==> config.mk <==
export PLATFORM = sky130hd
export DESIGN_NAME = tree_infer_engine
export DESIGN_NICKNAME = d
export VERILOG_FILES = /design/src/rtl/tree_infer_engine.sv
export SDC_FILE = /design/constraint.sdc
export NUM_CORES = 1
export LEC_CHECK = 0
export BUFFER_PORTS_ARGS = -buffer_cell sky130_fd_sc_hd__buf_4
export CORE_ASPECT_RATIO = 0.5
export CORE_MARGIN = 2
export CORE_UTILIZATION = 40
export DETAILED_ROUTE_END_ITERATION = 8
export GPL_TIMING_DRIVEN = 0
export SLEW_MARGIN = 25
export SYNTH_ARGS = -nofsm -noshare
export SYNTH_HDL_FRONTEND = slang
export SYNTH_SLANG_ARGS = --single-unit
==> constraint.sdc <==
create_clock -name clk -period 3.6 [get_ports clk]
set_input_delay 0.36 -clock clk [delete_from_list [all_inputs] [get_ports clk]]
set_output_delay 0.36 -clock clk [all_outputs]
set_load 0.03 [all_outputs]
==> src/rtl/tree_infer_engine.sv <==
// -----------------------------------------------------------------------------
// tree_infer_engine
// Compute stage of the tree accelerator. For every sample it walks each tree of
// the forest through the on-chip tree memory and feature memory. It sums the
// leaf values (32-bit wrap) into one prediction per sample, writes the
// prediction out, and pulses done once the whole task has finished.
//
// Ports
//   clk, rst            clock, synchronous active-high reset
//   start               one-cycle task start; only accepted while idle
//   n_trees/n_features/n_samples
//                       task configuration, latched on an accepted start
//   tree_rd_en/addr     node read {tree,node}; tree_rd_data is valid one cycle later
//   feat_rd_en/addr     feature read base+fidx; feat_rd_data is valid one cycle later
//   pred_we/addr/data   prediction write, one per sample
//   busy                high in every state except idle
//   done                one-cycle end-of-task pulse
//   err                 sticky malformed-tree flag; cleared by the next accepted start
// -----------------------------------------------------------------------------
module tree_infer_engine #(
    parameter int MAX_SAMPLES = 10000,
    parameter int N_TREES     = 128,
    parameter int TREES_LEN   = 256,
    localparam int AW = $clog2(MAX_SAMPLES),
    localparam int TW = $clog2(N_TREES),
    localparam int NW = $clog2(TREES_LEN)
) (
    input  logic           clk,
    input  logic           rst,
    input  logic           start,
    input  logic [31:0]    n_trees,
    input  logic [31:0]    n_features,
    input  logic [31:0]    n_samples,
    output logic           tree_rd_en,
    output logic [TW+NW-1:0] tree_rd_addr,
    input  logic [63:0]    tree_rd_data,
    output logic           feat_rd_en,
    output logic [AW-1:0]  feat_rd_addr,
    input  logic [31:0]    feat_rd_data,
    output logic           pred_we,
    output logic [AW-1:0]  pred_addr,
    output logic [31:0]    pred_data,
    output logic           busy,
    output logic           done,
    output logic           err
);

    typedef enum logic [2:0] {
        IDLE, NODE_RD, NODE_CHK, FEAT_CMP, WRITE, DONE
    } state_t;

    state_t          state_reg;
    logic [31:0]     n_trees_reg;
    logic [31:0]     n_feat_reg;
    logic [31:0]     n_samp_reg;
    logic [31:0]     sample_reg;
    logic [31:0]     tree_reg;
    logic [31:0]     base_reg;
    logic [31:0]     steps_reg;
    logic [31:0]     acc_reg;
    logic [31:0]     thr_reg;
    logic [NW-1:0]   left_reg;
    logic [NW-1:0]   right_reg;

    // Decode of the node word; only meaningful in NODE_CHK.
    logic            node_leaf;
    logic [7:0]      node_fidx;
    logic            force_leaf;
    logic [31:0]     leaf_val;
    logic [31:0]     acc_next;
    logic [31:0]     tree_inc;
    logic            last_tree;
    logic [31:0]     feat_sum;
    logic [NW-1:0]   child_next;

    assign node_leaf  = tree_rd_data[63];
    assign node_fidx  = tree_rd_data[39:32];
    // A node that exhausted its step budget or names a missing feature is
    // treated as a leaf worth 0 so the walk always terminates.
    assign force_leaf = !node_leaf &&
                        ((steps_reg == TREES_LEN) || ({24'd0, node_fidx} >= n_feat_reg));
    assign leaf_val   = node_leaf ? tree_rd_data[31:0] : 32'd0;
    assign acc_next   = acc_reg + leaf_val;
    assign tree_inc   = tree_reg + 32'd1;
    assign last_tree  = (tree_reg == n_trees_reg - 32'd1);
    assign feat_sum   = base_reg + {24'd0, node_fidx};
    assign child_next = ($signed(feat_rd_data) <= $signed(thr_reg)) ? left_reg : right_reg;

    // The feature read depends on the node word that only arrives during
    // NODE_CHK, so it has to be decoded in that same cycle.
    assign feat_rd_en   = (state_reg == NODE_CHK) && !node_leaf && !force_leaf;
    assign feat_rd_addr = feat_rd_en ? feat_sum[AW-1:0] : '0;

    wire unused_bits = &{1'b0, tree_rd_data[62:56], feat_sum[31:AW]};

    always_ff @(posedge clk) begin
        if (rst) begin
            state_reg    <= IDLE;
            n_trees_reg  <= '0;
            n_feat_reg   <= '0;
            n_samp_reg   <= '0;
            sample_reg   <= '0;
            tree_reg     <= '0;
            base_reg     <= '0;
            steps_reg    <= '0;
            acc_reg      <= '0;
            thr_reg      <= '0;
            left_reg     <= '0;
            right_reg    <= '0;
            tree_rd_en   <= 1'b0;
            tree_rd_addr <= '0;
            pred_we      <= 1'b0;
            pred_addr    <= '0;
            pred_data    <= '0;
            busy         <= 1'b0;
            done         <= 1'b0;
            err          <= 1'b0;
        end else begin
            // Strobes are raised on entry to the state that owns them.
            tree_rd_en <= 1'b0;
            pred_we    <= 1'b0;
            done       <= 1'b0;
            case (state_reg)
                IDLE: begin
                    if (start) begin
                        n_trees_reg  <= n_trees;
                        n_feat_reg   <= n_features;
                        n_samp_reg   <= n_samples;
                        err          <= 1'b0;
                        acc_reg      <= '0;
                        sample_reg   <= '0;
                        tree_reg     <= '0;
                        base_reg     <= '0;
                        steps_reg    <= '0;
                        busy         <= 1'b1;
                        if (n_samples == 32'd0) begin
                            state_reg <= DONE;
                            done      <= 1'b1;
                        end else begin
                            state_reg    <= NODE_RD;
                            tree_rd_en   <= 1'b1;
                            tree_rd_addr <= '0;
                        end
                    end
                end
                NODE_RD: begin
                    steps_reg <= steps_reg + 32'd1;
                    state_reg <= NODE_CHK;
                end
                NODE_CHK: begin
                    if (node_leaf || force_leaf) begin
                        acc_reg <= acc_next;
                        if (force_leaf)
                            err <= 1'b1;
                        if (last_tree) begin
                            state_reg <= WRITE;
                            pred_we   <= 1'b1;
                            pred_addr <= sample_reg[AW-1:0];
                            pred_data <= acc_next;
                        end else begin
                            tree_reg     <= tree_inc;
                            steps_reg    <= '0;
                            state_reg    <= NODE_RD;
                            tree_rd_en   <= 1'b1;
                            tree_rd_addr <= {tree_inc[TW-1:0], {NW{1'b0}}};
                        end
                    end else begin
                        thr_reg   <= tree_rd_data[31:0];
                        left_reg  <= tree_rd_data[40 +: NW];
                        right_reg <= tree_rd_data[48 +: NW];
                        state_reg <= FEAT_CMP;
                    end
                end
                FEAT_CMP: begin
                    state_reg    <= NODE_RD;
                    tree_rd_en   <= 1'b1;
                    tree_rd_addr <= {tree_reg[TW-1:0], child_next};
                end
                WRITE: begin
                    acc_reg <= '0;
                    if (sample_reg == n_samp_reg - 32'd1) begin
                        state_reg <= DONE;
                        done      <= 1'b1;
                    end else begin
                        sample_reg   <= sample_reg + 32'd1;
                        base_reg     <= base_reg + n_feat_reg;
                        tree_reg     <= '0;
                        steps_reg    <= '0;
                        state_reg    <= NODE_RD;
                        tree_rd_en   <= 1'b1;
                        tree_rd_addr <= '0;
                    end
                end
                DONE: begin
                    state_reg <= IDLE;
                    busy      <= 1'b0;
                end
                default: state_reg <= IDLE;
            endcase
        end
    end

endmodule

==> run summary <==
Outcome = finished, violations left
Failing checks = setup timing
Synth warnings = 0
Crit path DAT = 4190 ps
Setup ws final = -111.7 ps
Die Wd = 323.1 um
Relative slew slack = 32.38%
Routed WL = 67.70 mm
Seq cells post-synth = 355
Final setup fails = 36
Critical path cell sequence = buf_6 -> nor4_4 -> buf_4 -> nand4_4 -> or4_4 -> o21ai_4 -> nand4b_1 -> or4b_1 -> or4_4 -> or4_4 -> nand4_1
Die Y = 163.6 um
Gr ovfl total = 0
Register area share after synthesis = 34.89%
CTS sink count = 355
Syn Area/Cell = 7.669 um2
Mapped Nets = 2952
Initial Utilization = 40.50%
Post-Layout Inst Area = 0.02629 mm2
Leak = 9.861 nW
Gr usage total = 24.36%
Most frequent CP cell = or4_4
Area Growth Syn to Fin = 29.08%
Clock Path Buffers = 3
RSZ-0062 raised after global routing = true
Vias = 20230
Die area = 0.05286 mm2
Residual DRC = 0
Fin cells = 3731
Clk_skew = 22.35 ps
First-pass DRT Iterations = 5
IO buf count = 268
Tot Pwr = 9.839 mW
Slew Viols, Final = 0
Fillers = 4883
Crit path max fanout = 8
# placed instances = 3614
CTS tree = done
Commonest non-fill, non-tap cell in the layout = nand2_1
DP Area = 0.02326 mm2
Vias in the first global route = 18530
DP Wirelength = 50.55 mm
DR WL/cell = 18.15 um
First DRT Iteration DRCs = 1560
H-tree depth = 2
Crit path required time = 4070 ps
Routability cong. = 0.8992
Minimum clock period = 3712 ps
Max Cap Viol = 0
First-pass GRT wire length = 102.2 mm
Top FF cell, synth = dfxtp_1
Max incr delay on CP = 590 ps
Post-layout net count = 3314
Crit path max-delay cell type = or4_4
Num CTS Buffers = 36
Critical path class = reg -> reg
Post-synth EDFFs = 0
Clock tree root driver cell = clkbuf_16
Cell Pwr Density = 374.2 mW/mm2
Hold_buf cts = 0
Max Fclk = 0.2694 GHz
Synth Instances = 2656
Post-Syn Area = 0.02037 mm2
Min-delay worst type = in -> reg
Core area = 0.05029 mm2
DR vias/cell = 5.423
Io pins = 276
Crit share post-route = 103.1%
Worst setup SP type = register
Row cnt = 58
Largest net degree at the start of global routing = 15
Distinct cell type count after synthesis = 81
Initial antenna violation count = 0
Clk slew on worst S/H paths = 70 ps
Ant diodes = 0
Share of cells above drive strength 1 = 21.31%
Tightest Pin Transition = 1014 ps
Most frequent cells in the layout = nand2_1 (435), dfxtp_1 (347), buf_4 (316), a21oi_1 (249), nor2_1 (199)
Post-synthesis async set-or-reset flop share = 0%
Pre-CTS setup slack = -1400 ps
Worst Setup End Kind = register
Clock latency on the worst-skew pair = 550 ps
DRT antenna net count = 0
Final hold vios = 0
Worst IR Drop VDD = 0.2956 mV
layout make-up:
| class | instances | area [um2] | share of cell area [%] |
|---|---|---|---|
| multi-input cells | 2058 | 13300 | 50.60 |
| flip-flops and latches | 355 | 7122 | 27.09 |
| repair buffers | 334 | 2703 | 10.28 |
| clock buffers | 52 | 1062 | 4.040 |
| well taps | 690 | 863.3 | 3.283 |
| plain buffers | 145 | 804.5 | 3.060 |
| inverters | 88 | 335.3 | 1.275 |
| clock inverters | 9 | 100.1 | 0.3807 |
path summary, 6_finish.rpt:
check / startpoint / to / slack (ps) / cells past startpoint
worst max register to register: n_trees_reg[6] / pred_data[29] / -110 / 11
worst min register to register: right_reg[2] / right_reg[2] / 450 / 2
worst min-delay path: n_trees[25] / n_trees_reg[25] / 60 / 3
worst max-delay path: n_trees_reg[6] / pred_data[29] / -110 / 11
synthesized netlist by cell type (15+ instances only):
master	instances	area share (%)
dfxtp_1	355	35
inv_1	86	1.6
a21oi_1	286	7.0
nand2_1	466	8.6
a211oi_1	15	0.55
a21o_1	22	0.81
mux2i_1	26	1.3
o31ai_1	16	0.59
and2_1	43	1.3
o21ai_0	62	1.5
or3_1	32	0.98
ha_1	98	6.0
nor4_1	56	1.7
nand3_1	63	1.5
nor2_1	227	4.2
and3_1	33	1.0
clkbuf_1	126	2.3
xnor2_1	165	7.1
nand4_1	49	1.5
or4_1	16	0.59
a31oi_1	27	0.83
nand2b_1	17	0.52
xor2_1	41	1.8
nor3_1	92	2.3
kinds of logic (layout without fill, tap and decap cells):
group | count (synthesis) | after routing | share of synthesized area [%]
simple gates | 1184 | 1185 | 28.01
compound gates | 538 | 538 | 15.81
flops | 355 | 355 | 34.89
buf+inv | 244 | 628 | 4.730
xor+xnor | 206 | 206 | 8.857
fa+ha+maj | 101 | 101 | 6.315
mux | 28 | 28 | 1.388
where the power goes:
group	switching [mW]	internal [mW]
clock network	1.66	2.19
logic	1.07	0.775
registers	0.117	4.03
layer usage:
metal  vias up  share of wire (%)  track usage, %
met5         -                  0               0
met4         0                2.1           5.772
met3        93                6.1           3.720
met2       528                 46           39.60
met1      9605                 46           33.90
li1      10010                  -               -
stage by stage:
step	TNS (ps)	hold WS [ps]	utilization, %
global placement	-240640	441.4	46.22
global route	-10930	50.52	52.28
detailed placement	-202080	446.5	46.24
floorplan	0	435.7	-
CTS	-74.64	47.51	49.79
finish	-2007	61.00	52.28
worst max-delay path: cells and delay by family, from the launching register on:
| kind | cells | cell delay, ps |
|---|---|---|
| simple gates | 8 | 2830 |
| flops | 1 | 310 |
| compound gates | 1 | 180 |
| buf+inv | 2 | 310 |
repair_timing:
item	in CTS	in global routing
hold endpoints to repair	0	0
resized for setup	111	260
pin swaps	31	92
setup buffers	29	27
endpoints found under the setup margin	270	215
gates cloned	0	11
Power figures use the tool's default switching activity.
